File: config.mk
export PLATFORM = sky130hd
export DESIGN_NAME = mul_cpa_pipe
export DESIGN_NICKNAME = d
export VERILOG_FILES = /design/src/rtl/mul_cpa_pipe.sv
export SDC_FILE = /design/constraint.sdc
export NUM_CORES = 2
export LEC_CHECK = 0
export ABC_AREA = 1
export CORE_ASPECT_RATIO = 0.75
export CORE_MARGIN = 3
export CORE_UTILIZATION = 35
export DETAILED_ROUTE_END_ITERATION = 10
export PLACE_DENSITY_LB_ADDON = 0.15
export SYNTH_ARGS = -nofsm -noshare
export SYNTH_HDL_FRONTEND = slang
export SYNTH_SLANG_ARGS = --single-unit
export TNS_END_PERCENT = 1
File: constraint.sdc
create_clock -name clock -period 2 [get_ports clock]
set_input_delay 0.6 -clock clock [delete_from_list [all_inputs] [get_ports clock]]
set_output_delay 0.6 -clock clock [all_outputs]
set_load 0.01 [all_outputs]
File: src/rtl/mul_cpa_pipe.sv
// mul_cpa_pipe: segmented pipelined carry-propagate adder resolving Wallace-tree carry/sum vectors
//   clock, reset_n        rising-edge clock, asynchronous active-low reset
//   in_valid/in_ready     input handshake; in_cout (weight 2^(j+1)), in_sout (weight 2^j), in_tag sideband
//   out_valid/out_ready   output handshake; out_sum, out_carry (overflow past bit DATA_WIDTH-1), out_tag
module mul_cpa_pipe #(
  parameter int DATA_WIDTH = 128,
  parameter int SEG_WIDTH  = 32,
  parameter int TAG_WIDTH  = 4
) (
  input  logic                  clock,
  input  logic                  reset_n,
  input  logic                  in_valid,
  output logic                  in_ready,
  input  logic [DATA_WIDTH-1:0] in_cout,
  input  logic [DATA_WIDTH-1:0] in_sout,
  input  logic [TAG_WIDTH-1:0]  in_tag,
  output logic                  out_valid,
  input  logic                  out_ready,
  output logic [DATA_WIDTH-1:0] out_sum,
  output logic                  out_carry,
  output logic [TAG_WIDTH-1:0]  out_tag
);
  localparam int NSEG = DATA_WIDTH / SEG_WIDTH;
  logic [NSEG-1:0][DATA_WIDTH-1:0] res_q, res_d, b_q, a_s, b_s;
  logic [NSEG-1:0][SEG_WIDTH-1:0]  seg_s;
  logic [NSEG-1:0][TAG_WIDTH-1:0]  tag_q, tag_d;
  logic [NSEG-1:0]                 vld_q, vld_d, cy_q, cy_d, ci_s;
  logic                            advance;
  logic                            unused;
  // The top carry bit would weigh 2^DATA_WIDTH and the last stage's B copy has no consumer.
  assign unused    = in_cout[DATA_WIDTH-1] ^ (^b_q[NSEG-1]);
  assign advance   = !vld_q[NSEG-1] | out_ready;
  assign in_ready  = advance;
  assign out_valid = vld_q[NSEG-1];
  assign out_sum   = res_q[NSEG-1];
  assign out_carry = cy_q[NSEG-1];
  assign out_tag   = tag_q[NSEG-1];
  // Stage k adds segment k; res carries resolved low segments and still-unresolved high A segments.
  always_comb begin
    for (int k = 0; k < NSEG; k++) begin
      a_s[k]   = (k == 0) ? in_sout : res_q[(k == 0) ? 0 : k - 1];
      b_s[k]   = (k == 0) ? {in_cout[DATA_WIDTH-2:0], 1'b0} : b_q[(k == 0) ? 0 : k - 1];
      ci_s[k]  = (k == 0) ? 1'b0 : cy_q[(k == 0) ? 0 : k - 1];
      vld_d[k] = (k == 0) ? in_valid : vld_q[(k == 0) ? 0 : k - 1];
      tag_d[k] = (k == 0) ? in_tag : tag_q[(k == 0) ? 0 : k - 1];
      {cy_d[k], seg_s[k]} = {1'b0, a_s[k][k*SEG_WIDTH +: SEG_WIDTH]}
                          + {1'b0, b_s[k][k*SEG_WIDTH +: SEG_WIDTH]}
                          + {{SEG_WIDTH{1'b0}}, ci_s[k]};
      res_d[k] = a_s[k];
      res_d[k][k*SEG_WIDTH +: SEG_WIDTH] = seg_s[k];
    end
  end
  always_ff @(posedge clock or negedge reset_n) begin
    if (!reset_n) begin
      vld_q <= '0;
      res_q <= '0;
      b_q   <= '0;
      cy_q  <= '0;
      tag_q <= '0;
    end else if (advance) begin
      vld_q <= vld_d;
      res_q <= res_d;
      b_q   <= b_s;
      cy_q  <= cy_d;
      tag_q <= tag_d;
    end
  end
endmodule

==> metrics.txt <==
number of global-route vias before repair=31.1k; failing checks=negative setup slack; GRT Max-Usage Layer=met2; I/O Buffers=397; Area Overhead vs Synth=29.6%; share of cells above drive strength 1=10.7%; RSZ-0062 raised after global routing=yes; M3 GR Usage=3.49%; grt ovf=0; final setup fails=51; Avg WL per Cell=15.0 um; Core Region=104000 um^2; met1 usage=29.1%; final worst slack=-0.158 ns; Peak VDD IR=0.651 mV; worst rel slew slack=68.2%; worst hold slack=0.409 ns; DIE HEIGHT=286 um; I/O pin total=399; top post-synthesis cells by area=dfrtp_1 50%, nand2_1 27%, inv_1 5.3%; largest net degree at the start of global routing=88; Rows=102; nets=5931; Mapped Cells=4943; syn_area_per_cell=7.40 um^2; Tmin final=2.16 ns; DP HPWL=79700 um; Max Cap Violations=0; Max H-tree Level=3; Crit. End Element=flip-flop; crit start category=flip-flop; mapped cell area=36600 um^2; outcome=finished, violations left; root buffer cell=clkbuf_16; syn nets=5338; 1st-iter DRT viols=1819; Filler cells=10.6k; routability cong.=0.911; Detailed Route WL=105000 um; antenna-violating nets left=0; setup TNS=-4.14 ns; Setup WS pre-CTS=-0.638 ns; Sequential Area=18200 um^2; arrival time at the worst endpoint=2.74 ns; Final Skew=0.0360 ns; antenna violations before repair=1; Synth Warn #=0; clock-pin transition on the worst setup and hold timing paths=0.06 ns; Cell Pwr Density=1570 nW/um^2; HP Class=in -> async; Setup Crit Path Kind=reg -> reg; Overall Global Routing Usage=19.4%; hold violation count in the final report=0; first-pass GRT wire length=168000 um; maximum buffer depth of the clock tree=3; LEAKAGE=25.9 nW; Fmax=463 MHz; max-slew violations=0; fin crit share=108%; Synth Register Bits=728; Synth async-reset ratio=100%; vias per std cell=4.51; Starting Density=35.4%; Via Count=31.6k; EDFF count, synth=0; post-synth top area share=49.8%; DIE WIDTH=379 um; Synth cell types=39; Die Area=109000 um^2; fin util=45.8%; CTS buffer count=78; M2 GR Usage=29.2%; crit path max fanout=4; worst slew pin tran=0.478 ns; area occupied by multi-input gates=16300 um^2; drt pass-1 iters=6; Most used DFF post-synth=dfrtp_1; CTS tree=yes; TritonCTS Sinks=728; Critical Path RT=2.59 ns; cell accounting for the most synthesized area=dfrtp_1; sequential area share after synthesis=49.8%; worst skew pair latency=0.66 ns; # DRC=0
-- registers in the layout, indices dropped and copies added, names as in the netlist --
signal   flops
b_q        192
vld_q        4
out_sum    128
cy_q         4
out_tag      4
tag_d       12
a_s        384
-- synthesized netlist by cell type, drive strengths merged, types with 2 or more instances --
| cell type | n |
|---|---|
| a21oi | 99 |
| a21o | 4 |
| clkbuf | 33 |
| nor4 | 3 |
| inv | 513 |
| ha | 124 |
| a21bo | 5 |
| nand4 | 16 |
| buf | 128 |
| o211ai | 3 |
| nand3b | 12 |
| xnor2 | 16 |
| fa | 7 |
| dfrtp | 728 |
| o21ai | 153 |
| nor3 | 20 |
| nand3 | 189 |
| nor2 | 185 |
| xor2 | 28 |
| a31oi | 2 |
| or2 | 5 |
| o21bai | 11 |
| nand2 | 2657 |
-- layout make-up --
type | count | area share [%]
well taps | 1404 | 3.70
inverters | 513 | 4.09
flip-flops and latches | 728 | 38.4
repair buffers | 674 | 14.1
multi-input cells | 3541 | 34.3
clock inverters | 28 | 0.567
diodes | 1 | 0.00528
clock buffers | 111 | 4.85
-- critical path, stage by stage (launching register included) --
cell and delay, ns:
dfrtp_1 0.41, fa_2 0.44, fa_2 0.41, nand3_2 0.11, nand3_4 0.10, a21oi_2 0.16
buf_4 0.13, nor2_1 0.03, o21ai_1 0.13, nand3_1 0.10, nand2_1 0.07
-- power by group --
| group | switching [W] | internal (W) | total [W] |
|---|---|---|---|
| combinational | 0.0211 | 0.0137 | 0.0348 |
| sequential | 0.00380 | 0.0212 | 0.0250 |
| clock | 0.00626 | 0.00843 | 0.0147 |
| total | 0.0311 | 0.0433 | 0.0744 |
-- kinds of logic (layout without fill, tap and decap cells) --
family	after synthesis	count (layout)	synth area share, %
buffers and inverters	674	1326	7.43
XOR/XNOR	44	44	1.05
adder cells (fa/ha/maj)	131	131	4.62
AO/OA/AOI/OAI	278	278	4.03
other	0	1	0
flip-flops	728	728	49.8
AND/OR/NAND/NOR	3088	3088	33.1
-- final timing paths --
check                          from  endpoint  slack (ns)  cells after the start
max reg2reg                b_q[192]  a_s[464]       -0.16                     10
min in group clock         b_q[107]  b_q[235]        0.45                      2
min reg2reg                b_q[107]  b_q[235]        0.45                      2
min                         reset_n  a_s[135]        0.41                      2
max                        b_q[192]  a_s[464]       -0.16                     10
max in group asynchronous   reset_n  b_q[233]        0.77                      4
-- cells in the final DEF, fill, tap and decap left out, types with 4 or more instances in the layout --
master           count
nand2_1           2605
dfrtp_1            725
inv_1              512
clkdlybuf4s50_1    261
buf_4              219
nor2_1             174
nand3_1            134
ha_1               117
a21oi_1             92
o21ai_0             83
clkbuf_16           80
o21ai_1             67
dlygate4sd2_1       65
buf_12              55
nand3_2             44
nand2_2             43
clkdlybuf4s15_1     42
xor2_1              25
clkdlybuf4s15_2     22
nor3_1              20
clkbuf_8            18
nand4_1             16
clkbuf_1            13
nand3b_1            12
nand3_4             11
clkinv_2            11
nor2_2              10
o21bai_1            10
xnor2_2             10
nand2_4              9
fa_2                 7
ha_2                 7
xnor2_1              6
a21oi_2              6
inv_6                6
a21bo_2              5
clkinvlp_4           5
a21o_1               4
-- metrics by stage --
stage / instance area, um^2 / instances / power (W)
after floorplan: 36700 / 4943 / 0.0449
after global placement: 44300 / 6849 / 0.0591
after detailed placement: 44300 / 6849 / 0.0594
after CTS: 47000 / 6994 / 0.0744
after global routing: 47400 / 7000 / 0.0810
final: 47400 / 7000 / 0.0744
-- metal layers --
layer	share of wire [%]	wire length, um	vias to the layer above
met3	4.4	4660	104
met5	0	0	-
met1	51	53400	14700
met4	1.6	1670	0
met2	43	45100	512
li1	-	-	16300
-- repair_timing --
item	in CTS	in global routing
gates resized for setup	271	98
hold endpoints to repair	15	0
endpoints found under the setup margin	199	95
pin swaps	14	23
hold buffers	1	0
buffers inserted	5	5
No activity file was read; power rests on OpenSTA's default activity.
